## src/rtl/vga_timing_gen.sv

```systemverilog
// VGA raster timing generator: pixel/line counters, active-low syncs, display
// window, frame-start pulse and a per-frame scroll offset for animated patterns.
// Every output is a flop whose next value is decoded from the next-state counters,
// so the flags always describe the pix_x/pix_y presented in the same cycle.
module vga_timing_gen #(
   parameter int unsigned H_DISPLAY   = 640,
   parameter int unsigned H_FRONT     = 16,
   parameter int unsigned H_SYNC      = 96,
   parameter int unsigned H_BACK      = 48,
   parameter int unsigned V_DISPLAY   = 480,
   parameter int unsigned V_FRONT     = 10,
   parameter int unsigned V_SYNC      = 2,
   parameter int unsigned V_BACK      = 33,
   parameter int unsigned SCROLL_STEP = 1,
   parameter int unsigned OFFSET_WRAP = 40
) (
   input  logic       clk,
   input  logic       rst_n,
   input  logic       ena,
   input  logic       scroll_en,
   output logic [9:0] pix_x,
   output logic [9:0] pix_y,
   output logic       hsync,
   output logic       vsync,
   output logic       display_on,
   output logic       frame_start,
   output logic [9:0] x_offset
);

   // Totals must fit the 10-bit counters (<= 1024); SCROLL_STEP must be < OFFSET_WRAP.
   localparam int unsigned H_TOTAL = H_DISPLAY + H_FRONT + H_SYNC + H_BACK;
   localparam int unsigned V_TOTAL = V_DISPLAY + V_FRONT + V_SYNC + V_BACK;

   localparam logic [9:0]  HMax       = 10'(H_TOTAL - 1);
   localparam logic [9:0]  VMax       = 10'(V_TOTAL - 1);
   // Window bounds are 11 bits so an end bound of exactly 1024 still compares correctly.
   localparam logic [10:0] HDisp      = 11'(H_DISPLAY);
   localparam logic [10:0] VDisp      = 11'(V_DISPLAY);
   localparam logic [10:0] HSyncStart = 11'(H_DISPLAY + H_FRONT);
   localparam logic [10:0] HSyncEnd   = 11'(H_DISPLAY + H_FRONT + H_SYNC);
   localparam logic [10:0] VSyncStart = 11'(V_DISPLAY + V_FRONT);
   localparam logic [10:0] VSyncEnd   = 11'(V_DISPLAY + V_FRONT + V_SYNC);
   localparam logic [10:0] Step       = 11'(SCROLL_STEP);
   localparam logic [10:0] Wrap       = 11'(OFFSET_WRAP);

   logic [9:0]  pix_x_q, pix_x_d;
   logic [9:0]  pix_y_q, pix_y_d;
   logic [9:0]  x_offset_q, x_offset_d;
   logic        hsync_q, hsync_d;
   logic        vsync_q, vsync_d;
   logic        display_on_q, display_on_d;
   logic        frame_start_q, frame_start_d;
   logic [10:0] offset_sum;
   logic [10:0] x_ext, y_ext;

   // Counter advance, frame wrap and scroll offset update.
   always_comb begin
      pix_x_d       = pix_x_q;
      pix_y_d       = pix_y_q;
      x_offset_d    = x_offset_q;
      frame_start_d = 1'b0;
      offset_sum    = {1'b0, x_offset_q} + Step;
      if (offset_sum >= Wrap) begin
         offset_sum = offset_sum - Wrap;
      end
      if (ena) begin
         if (pix_x_q == HMax) begin
            pix_x_d = '0;
            if (pix_y_q == VMax) begin
               pix_y_d       = '0;
               frame_start_d = 1'b1;
               if (scroll_en) begin
                  x_offset_d = offset_sum[9:0];
               end
            end else begin
               pix_y_d = pix_y_q + 10'd1;
            end
         end else begin
            pix_x_d = pix_x_q + 10'd1;
         end
      end
   end

   // Sync and display flags decoded from the next-state position.
   always_comb begin
      x_ext        = {1'b0, pix_x_d};
      y_ext        = {1'b0, pix_y_d};
      hsync_d      = !((x_ext >= HSyncStart) && (x_ext < HSyncEnd));
      vsync_d      = !((y_ext >= VSyncStart) && (y_ext < VSyncEnd));
      display_on_d = (x_ext < HDisp) && (y_ext < VDisp);
   end

   // State registers; reset places the raster at (0,0) with syncs idle.
   always_ff @(posedge clk or negedge rst_n) begin
      if (!rst_n) begin
         pix_x_q       <= '0;
         pix_y_q       <= '0;
         x_offset_q    <= '0;
         hsync_q       <= 1'b1;
         vsync_q       <= 1'b1;
         display_on_q  <= 1'b1;
         frame_start_q <= 1'b0;
      end else begin
         pix_x_q       <= pix_x_d;
         pix_y_q       <= pix_y_d;
         x_offset_q    <= x_offset_d;
         hsync_q       <= hsync_d;
         vsync_q       <= vsync_d;
         display_on_q  <= display_on_d;
         frame_start_q <= frame_start_d;
      end
   end

   assign pix_x       = pix_x_q;
   assign pix_y       = pix_y_q;
   assign x_offset    = x_offset_q;
   assign hsync       = hsync_q;
   assign vsync       = vsync_q;
   assign display_on  = display_on_q;
   assign frame_start = frame_start_q;

endmodule

```

## config.mk

```make
export PLATFORM = sky130hd
export DESIGN_NAME = vga_timing_gen
export DESIGN_NICKNAME = d
export VERILOG_FILES = /design/src/rtl/vga_timing_gen.sv
export SDC_FILE = /design/constraint.sdc
export NUM_CORES = 1
export LEC_CHECK = 0
export CAP_MARGIN = 15
export CORE_ASPECT_RATIO = 1.4
export CORE_MARGIN = 2
export CORE_UTILIZATION = 53
export CTS_CLUSTER_SIZE = 10
export DETAILED_ROUTE_END_ITERATION = 6
export PLACE_DENSITY = 0.78
export SYNTH_ARGS = -nofsm -noshare
export SYNTH_HDL_FRONTEND = slang
export SYNTH_SLANG_ARGS = --single-unit
```

## constraint.sdc

```tcl
create_clock -name clk -period 2.8 [get_ports clk]
set_input_delay 0.56 -clock clk [delete_from_list [all_inputs] [get_ports clk]]
set_output_delay 0.56 -clock clk [all_outputs]
set_load 0.1 [all_outputs]
```

==> results of run 1 <==
-- placed cells by master (no fill, tap or decap), drive strengths merged, types with 6 or more instances in the layout --
master,n
ha,6
inv,9
o21ai,13
dfrtp,31
nor2,11
nand2,27
nand3,15
buf,40
nor3,6
clkbuf,7
xor2,9
nor4,9
xnor2,6
nand4,7
-- routing by layer --
metal  up-vias  routed length, um  global-route usage (%)
li1        905                  -                       -
met1       880               1980                   27.84
met2        58               2547                   41.14
met3        10                214                   3.420
met4         0                103                   9.767
met5         -                  0                       0
-- cell usage after synthesis, types with 5 or more instances --
cell type and instances:
dfrtp_1 31, ha_1 6, inv_1 8, mux2i_1 5, nand2_1 26, nand3_1 13
nand4_1 7, nor2_1 11, nor3_1 5, nor4_1 8, o21ai_0 11, xnor2_1 6
xor2_1 9
-- flip-flops by register name, summed over array words and instances, names as in the netlist --
signal and count:
frame_start 1, display_on 1, hsync 1, x_offset 10, pix_x 10, vsync 1, pix_y 10
-- area by class of cell --
cell class                      count  area (um^2)  area share (%)
Sequential cell                    34        863.3           33.27
Clock inverter                      1        30.03           1.157
Inverter                           10        42.54           1.639
Multi-Input combinational cell    171         1199           46.19
Clock buffer                        7        76.32           2.941
Timing Repair Buffer               43        330.3           12.73
Tap cell                           43        53.80           2.073
-- through the flow --
stage	hold slack [ps]	setup TNS [ps]	utilization, %	power [W]
global route	578.6	0	66.22	0.001546
detailed placement	527.7	0	63.31	0.001058
global placement	516.4	0	63.31	0.001054
finish	538.8	0	66.22	0.001490
CTS	542.8	0	66.03	0.001505
floorplan	264.4	-0.3595	-	0.0009495
-- kinds of logic (layout without fill, tap and decap cells) --
kind of cell,after synthesis,count (layout),synth area share [%]
and+or+nand+nor,100,100,27.97
xor gates and xnor gates,15,15,6.144
muxes,7,7,3.394
buffers and inverters,19,61,4.330
AOI/OAI and AO/OA,43,43,14.69
adders and majority gates,6,6,3.511
DFF,34,34,39.96
-- report_power, final --
part,internal (W),switching [W],total [W]
registers,0.000529,0.0000707,0.000600
logic,0.000101,0.000350,0.000452
clock network,0.000266,0.000172,0.000438
total,0.000897,0.000593,0.00149
-- worst min-delay path by stage --
| stage | startpoint | endpoint | slack (ps) | cells past startpoint |
|---|---|---|---|---|
| 6_report | x_offset[9]$_DFFE_PN0P_ | x_offset[9]$_DFFE_PN0P_ | 540 | 1 |
| 3_5_place_dp | x_offset[9]$_DFFE_PN0P_ | x_offset[9]$_DFFE_PN0P_ | 530 | 1 |
| 3_3_place_gp | x_offset[9]$_DFFE_PN0P_ | x_offset[9]$_DFFE_PN0P_ | 520 | 1 |
| 5_1_grt | x_offset[9]$_DFFE_PN0P_ | x_offset[9]$_DFFE_PN0P_ | 580 | 1 |
| 4_1_cts | x_offset[9]$_DFFE_PN0P_ | x_offset[9]$_DFFE_PN0P_ | 540 | 1 |
| 2_1_floorplan | rst_n | frame_start$_DFF_PN0_ | 260 | 0 |
-- worst reg2reg max path, cell delays in order, from the launching register on --
cell and delay (ps):
dfrtp_2 460, ha_1 270, nand3_1 100, xor2_1 240, ha_1 270, nor2_1 90
a2111oi_4 490, nand3_4 180, mux2_2 320, o21ai_1 110
==> metrics.csv, run 1 <==
metric,value,unit
ys async rst share,100.0,%
"FF+latch count, synth",34,
IO buf count,37,
final worst path period share,93.03,%
H-tree levels,2,
critical path depth,9,
TritonCTS clock tree,yes,
CP required,3000,ps
max-cap violations,0,
cell count after synthesis,224,
final setup margin,195.3,ps
DRC errors left,0,
Clock Tree Buf Depth,2,
antenna-violating nets left,0,
drt first pass iters,5,
fmax,0.3839,GHz
number of synthesized flops with an enable pin,0,
Netlist cell types,62,
grt total ovfl,0,
syn avg cell area,9.546,um^2
crit path launch,x_offset[0]$_DFFE_PN0P_,
TritonCTS buffer count,5,
final cell count without fillers,309,
share of the synthesized area in the top cell type,36.28,%
1st-iter DRT viols,111,
maximum VDD drop,0.6121,mV
clock skew,4.036,ps
crit path DAT,2810,ps
clk_lat worst skew,280,ps
Cell Rows,27,
die area,0.004566,mm^2
CP Max Fanout,8,
Area growth syn-to-layout,21.36,%
Setup CP Type,reg2reg,
CP Capture Type,flip-flop,
cell area after layout,0.002595,mm^2
worst r2r src,x_offset[0]$_DFFE_PN0P_,
slowest cell on the critical path,a2111oi_4,
clock sinks,34,
r2r setup slk,200,ps
Rel. slew slack,67.22,%
hpwl dp,3564,um
Post-DP Area,0.002481,mm^2
Clock Pin Slew Worst Setup and Hold Paths,70,ps
Area contributors post-synth,"dfrtp_1 (36%), nand2_1 (4.6%), dfstp_2 (3.7%)",
CTS resizes,0,
Total GRT Usage,23.37,%
fraction of layout cells with a size suffix above 1,29.70,%
Leakage,1.153,nW
"Cell Area, Synth",0.002138,mm^2
"Critical Path, Cell by Cell",ha_1 > nand3_1 > xor2_1 > ha_1 > nor2_1 > a2111oi_4 > nand3_4 > mux2_2 > o21ai_1,
Initial Util,54.57,%
"Net Count, Synth",234,
register area share after synthesis,39.96,%
CP dominant cell by count,ha_1,
nets,275,
RSZ-0062 raised after global routing,no,
Post-synth top flop,dfrtp_1,
"Min Clock Period, post-route",2605,ps
critical path capture point,x_offset[4]$_DFFE_PN0P_,
Synthesis Warnings,0,
pre-CTS setup slack,202.2,ps
Setup-failing EPs final,0,
pin count of the biggest net entering global routing,35,
status,"complete, no violations",
vias per inst,5.997,
die height,79.16,um
Post-CTS Setup Repair Bufs,0,
critical path's top delay family,compound AO/OA/AOI/OAI gates,
total number of vias,1853,
core area,0.003919,mm^2
initial antenna violation count,0,
FF-to-FF End,x_offset[4]$_DFFE_PN0P_,
clk root buf,clkbuf_8,
min-delay worst type,reg2reg,
vias in the first global route,1869,
IO Count,38,
final antenna diode count,0,
buffers and inverters on the worst path,0,
Final Hold Viols,0,
post-synth top area cell,dfrtp_1,
dpl cells,301,
post-cts hold buffer count,0,
R2R cell count,9,
WL final,4845,um
fillers,331,
DR WL/cell,15.68,um
Slew @ Worst Pin,486.6,ps
Die Wd,57.68,um
GPL Wtd Cong,0.8992,
Max stage delay on crit path,490,ps
"Slew Viols, Final",0,
Setup crit start kind,flip-flop,
first-pass GRT wire length,8418,um
P per Cell Area,574.1,mW/mm^2
(Power assumes the default switching activity.)
==> inputs of run 2 (changes only) <==
--- a/config.mk
+++ b/config.mk
@@ -7,10 +7,11 @@
 export LEC_CHECK = 0
 export CAP_MARGIN = 15
 export CORE_ASPECT_RATIO = 1.4
-export CORE_MARGIN = 2
+export CORE_MARGIN = 3
 export CORE_UTILIZATION = 53
 export CTS_CLUSTER_SIZE = 10
 export DETAILED_ROUTE_END_ITERATION = 6
+export MAX_ROUTING_LAYER = met4
 export PLACE_DENSITY = 0.78
 export SYNTH_ARGS = -nofsm -noshare
 export SYNTH_HDL_FRONTEND = slang
==> metrics.csv, run 2 (same netlist as run 1, synthesis figures left out) <==
metric,value,unit
buffers and inverters on the worst path,0,
final worst path period share,93.29,%
final antenna diode count,0,
Power Total,0.001411,W
fmax,0.3828,GHz
FF-to-FF End,x_offset[4]$_DFFE_PN0P_,
grt total ovfl,0,
Cell Rows,26,
max-cap violations,0,
IO Count,38,
die height,81.16,um
internal power,0.0008254,W
TritonCTS buffer count,5,
"Critical Path, Cell by Cell",ha_1 > nand3_1 > xor2_2 > ha_2 > nand2b_1 > a31oi_1 > a2111oi_4 > nand3_4 > mux2_2 > o21ai_1,
P per Cell Area,546.6,mW/mm^2
clk_lat worst skew,280,ps
clock sinks,34,
DR WL/cell,15.81,um
vias in the first global route,1719,
Setup CP Type,reg2reg,
fraction of layout cells with a size suffix above 1,30.57,%
critical path's top delay family,compound AO/OA/AOI/OAI gates,
Hold Path Stages,1,
antenna-violating nets left,0,
"most common cell after layout, fill and taps aside",buf_4,
initial antenna violation count,0,
Setup-failing EPs final,0,
Post-CTS Setup Repair Bufs,0,
Final Hold Viols,0,
min-delay worst type,reg2reg,
Leakage,1.145,nW
hpwl dp,3529,um
Setup crit start kind,flip-flop,
pin count of the biggest net entering global routing,35,
CP required,3000,ps
worst r2r src,x_offset[0]$_DFFE_PN0P_,
core area,0.003774,mm^2
H-tree levels,2,
Rel. slew slack,66.45,%
clk root buf,clkbuf_8,
"Min Clock Period, post-route",2612,ps
clock skew,5.545,ps
maximum VDD drop,0.7831,mV
crit path DAT,2810,ps
sequential share of power,42.5,%
Initial Util,56.66,%
Hold Path End,x_offset[9]$_DFFE_PN0P_,
die area,0.004843,mm^2
r2r setup slk,190,ps
nets,274,
slowest cell on the critical path,dfrtp_2,
Fin Hold WS,530.4,ps
Clock Pin Slew Worst Setup and Hold Paths,70,ps
total number of vias,1824,
1st-iter DRT viols,91,
Area growth syn-to-layout,20.71,%
Total GRT Usage,22.55,%
Final Util,68.40,%
R2R cell count,10,
final setup TNS,0,ps
Max stage delay on crit path,460,ps
Switching Fraction,41.50,%
Die Wd,59.68,um
GPL Wtd Cong,0.9048,
IO buf count,37,
vias per inst,5.941,
Clock Tree Buf Depth,2,
Comb pwr share,31.7,%
clock share of power,25.8,%
Slew @ Worst Pin,498.0,ps
drt first pass iters,4,
final cell count without fillers,307,
status,"complete, no violations",
WL final,4855,um
CP Capture Type,flip-flop,
dpl cells,299,
"Slew Viols, Final",0,
Hold Path Origin,x_offset[9]$_DFFE_PN0P_,
most frequent cells in the layout,"buf_4 (39), nand2_1 (26), dfrtp_1 (24), nand3_1 (13)",
DRC errors left,0,
TritonCTS clock tree,yes,
P_sw,0.0005855,W
CP Max Fanout,8,
first-pass GRT wire length,8107,um
-- run 2: area by class of cell --
class                           count  area [um^2]
Fill cell                         315         1192
Clock inverter                      1        5.005
Tap cell                           42        52.55
Sequential cell                    34        863.3
Timing Repair Buffer               42        322.8
Multi-Input combinational cell    171         1209
Inverter                           10        42.54
Clock buffer                        7        86.33
-- run 2: power groups by stage --
stage	logic, W	clock network, W	registers, W
after global placement	0.000447	0	0.000604
after floorplan	0.000101	0	0.000849
after CTS	0.000449	0.000374	0.000598
final	0.000447	0.000364	0.000599
after global routing	0.000466	0.000394	0.000606
after detailed placement	0.000448	0	0.000606
-- run 2: repair_timing --
action	in CTS	in global routing
endpoints found under the setup margin	0	2
hold buffers	0	0
resized for setup	0	3
-- run 2: worst max-delay path by stage --
stage,startpoint,to,slack (ps),cells after the start
finish,x_offset[0]$_DFFE_PN0P_,x_offset[4]$_DFFE_PN0P_,190,10
global route,x_offset[0]$_DFFE_PN0P_,x_offset[4]$_DFFE_PN0P_,-20,10
CTS,x_offset[0]$_DFFE_PN0P_,x_offset[4]$_DFFE_PN0P_,120,9
detailed placement,x_offset[0]$_DFFE_PN0P_,x_offset[4]$_DFFE_PN0P_,170,9
global placement,ena,display_on$_DFF_PN1_,190,7
floorplan,x_offset[2]$_DFFE_PN0P_,x_offset[4]$_DFFE_PN0P_,-0.4,10
-- run 2: stage by stage --
stage	instance area (um^2)	setup WS [ps]
3_5_place_dp	2472	172.2
2_1_floorplan	2147	-0.3595
5_1_grt	2581	-22.76
4_1_cts	2564	120.6
6_report	2581	187.8
3_3_place_gp	2472	191.4
-- run 2: layer usage --
| metal | vias to the layer above | GRT usage (%) | part of all wire, % |
|---|---|---|---|
| met1 | 878 | 26.50 | 43 |
| li1 | 908 | - | - |
| met5 | - | - | 0 |
| met3 | 7 | 2.544 | 2.8 |
| met2 | 31 | 38.53 | 53 |
| met4 | 0 | 9.091 | 1.8 |
==> inputs of run 3 (changes only) <==
--- a/config.mk
+++ b/config.mk
@@ -5,10 +5,11 @@
 export SDC_FILE = /design/constraint.sdc
 export NUM_CORES = 1
 export LEC_CHECK = 0
+export ABC_AREA = 1
 export CAP_MARGIN = 15
 export CORE_ASPECT_RATIO = 1.4
 export CORE_MARGIN = 3
-export CORE_UTILIZATION = 53
+export CORE_UTILIZATION = 54
 export CTS_CLUSTER_SIZE = 10
 export DETAILED_ROUTE_END_ITERATION = 6
 export MAX_ROUTING_LAYER = met4
@@ -16,3 +17,4 @@
 export SYNTH_ARGS = -nofsm -noshare
 export SYNTH_HDL_FRONTEND = slang
 export SYNTH_SLANG_ARGS = --single-unit
+export TNS_END_PERCENT = 5
==> metrics.csv, run 3 <==
metric,value,unit
status,"complete, no violations",
pre-CTS setup slack,450.3,ps
top-count cell post-synth,nand2_1,
hpwl dp,4165,um
crit path DAT,2310,ps
fraction of layout cells with a size suffix above 1,20.16,%
DR WL/cell,12.34,um
1st-iter DRT viols,104,
P per Cell Area,569.8,mW/mm^2
"top cells by count, synth","nand2_1 (91), inv_1 (62), dfrtp_1 (31), nand3_1 (29), nor2_1 (26)",
final worst path period share,75.84,%
max-cap violations,0,
Final Hold Viols,0,
Fin Hold WS,583.7,ps
"Critical Path, Cell by Cell",ha_1 > nand3_1 > nand2_1 > nand2_1 > ha_1 > inv_1 > nand3_1 > nand2_2 > nor2_8 > nand3_4 > and2_4 > nand2_1 > nand2_1,
CP required,2980,ps
antenna-violating nets left,0,
number of synthesized flops with an enable pin,0,
cell area after layout,0.002848,mm^2
Hold Path Stages,2,
IO Count,38,
Setup crit start kind,flip-flop,
share of the synthesized area in the top cell type,32.51,%
die area,0.005264,mm^2
Synthesis Warnings,0,
post-cts hold buffer count,0,
Setup CP Type,reg2reg,
"Net Count, Synth",342,
initial antenna violation count,0,
internal power,0.0008647,W
Initial Util,56.29,%
"most common cell after layout, fill and taps aside",nand2_1,
clk_lat worst skew,290,ps
"Min Clock Period, post-route",2123,ps
WL final,5392,um
Area growth syn-to-layout,19.35,%
worst r2r src,x_offset[1]$_DFFE_PN0P_,
Post-DP Area,0.002753,mm^2
slowest cell on the critical path,dfrtp_1,
register area share after synthesis,35.82,%
Hold Path Origin,x_offset[8]$_DFFE_PN0P_,
ys async rst share,100.0,%
vias in the first global route,2160,
core area,0.004239,mm^2
vias per inst,5.071,
cell count after synthesis,332,
"Slew Viols, Final",0,
P_sw,0.0007580,W
Total GRT Usage,22.61,%
Clock Pin Slew Worst Setup and Hold Paths,70,ps
Area contributors post-synth,"dfrtp_1 (33%), nand2_1 (14%), inv_1 (9.8%)",
nets,386,
post-synth top area cell,dfrtp_1,
Rel. slew slack,71.03,%
GPL Wtd Cong,0.9318,
final antenna diode count,0,
DRC errors left,0,
CP dominant cell by count,nand2_1,
Cell Rows,28,
FF-to-FF End,x_offset[9]$_DFFE_PN0P_,
"Cell Area, Synth",0.002386,mm^2
Power Total,0.001623,W
Die Wd,62.18,um
syn avg cell area,7.187,um^2
die height,84.65,um
Max stage delay on crit path,450,ps
r2r setup slk,680,ps
clock sinks,34,
clock skew,7.696,ps
Post-CTS Setup Repair Bufs,0,
clk root buf,clkbuf_8,
"FF+latch count, synth",34,
fmax,0.4709,GHz
Hold Path End,x_offset[8]$_DFFE_PN0P_,
IO buf count,37,
CTS resizes,0,
Netlist cell types,32,
Switching Fraction,46.71,%
most frequent cells in the layout,"nand2_1 (91), inv_1 (62), buf_4 (36), dfrtp_1 (31), nand3_1 (29)",
maximum VDD drop,0.6931,mV
R2R cell count,13,
CP Max Fanout,6,
Setup-failing EPs final,0,
TritonCTS clock tree,yes,
clock share of power,23.3,%
final setup TNS,0,ps
Leakage,1.533,nW
Comb pwr share,38.8,%
final setup margin,676.6,ps
RSZ-0062 raised after global routing,no,
drt first pass iters,4,
Clock Tree Buf Depth,2,
first-pass GRT wire length,9308,um
Slew @ Worst Pin,434.6,ps
TritonCTS buffer count,5,
grt total ovfl,0,
pin count of the biggest net entering global routing,35,
Post-synth top flop,dfrtp_1,
CP Capture Type,flip-flop,
H-tree levels,2,
total number of vias,2216,
sequential share of power,37.9,%
min-delay worst type,reg2reg,
## run 3: kinds of logic after synthesis
family	share of synthesized area (%)
compound gates	5.086
xor+xnor	4.038
fa+ha+maj	3.146
buf+inv	10.80
flops	35.82
simple gates	41.11
## run 3: per-layer routing
layer | global-route usage (%) | vias up | share of wire (%)
met1 | 24.13 | 1025 | 40
li1 | - | 1118 | -
met3 | 3.481 | 17 | 3.8
met2 | 41.08 | 56 | 53
met5 | - | - | 0
met4 | 9.859 | 0 | 3.0
## run 3: stage by stage
step	util, %	instances
2_1_floorplan	-	332
3_3_place_gp	64.94	429
3_5_place_dp	64.94	429
4_1_cts	67.18	437
5_1_grt	67.18	437
6_report	67.18	437
## run 3: how the worst max path moves through the flow
stage	from	endpoint	slack (ps)	cells after the start
global placement	ena	display_on$_DFF_PN1_	520	11
global route	x_offset[0]$_DFFE_PN0P_	x_offset[9]$_DFFE_PN0P_	450	13
finish	x_offset[1]$_DFFE_PN0P_	x_offset[9]$_DFFE_PN0P_	680	13
CTS	x_offset[0]$_DFFE_PN0P_	x_offset[9]$_DFFE_PN0P_	650	13
detailed placement	ena	display_on$_DFF_PN1_	450	11
floorplan	x_offset[1]$_DFFE_PN0P_	x_offset[8]$_DFFE_PN0P_	200	14
## run 3: worst max-delay path: cells and delay by family (launching register included)
family / cells / cell delay (ps)
flops: 1 / 450
buf+inv: 1 / 40
fa+ha+maj: 2 / 450
simple gates: 10 / 1080
## run 3: layout make-up
cell class,instances,area [um^2]
Clock buffer,6,82.58
Fill cell,383,1391
Sequential cell,34,854.6
Clock inverter,2,12.51
Multi-Input combinational cell,230,1274
Tap cell,60,75.07
Inverter,66,249.0
Timing Repair Buffer,39,300.3
## run 3: power groups by stage
stage | Clock (W) | Combinational [W] | Sequential (W)
after detailed placement | 0 | 0.000628 | 0.000622
after CTS | 0.000385 | 0.000631 | 0.000613
final | 0.000377 | 0.000630 | 0.000616
after global placement | 0 | 0.000626 | 0.000620
after floorplan | 0 | 0.000143 | 0.000964
after global routing | 0.000402 | 0.000661 | 0.000626
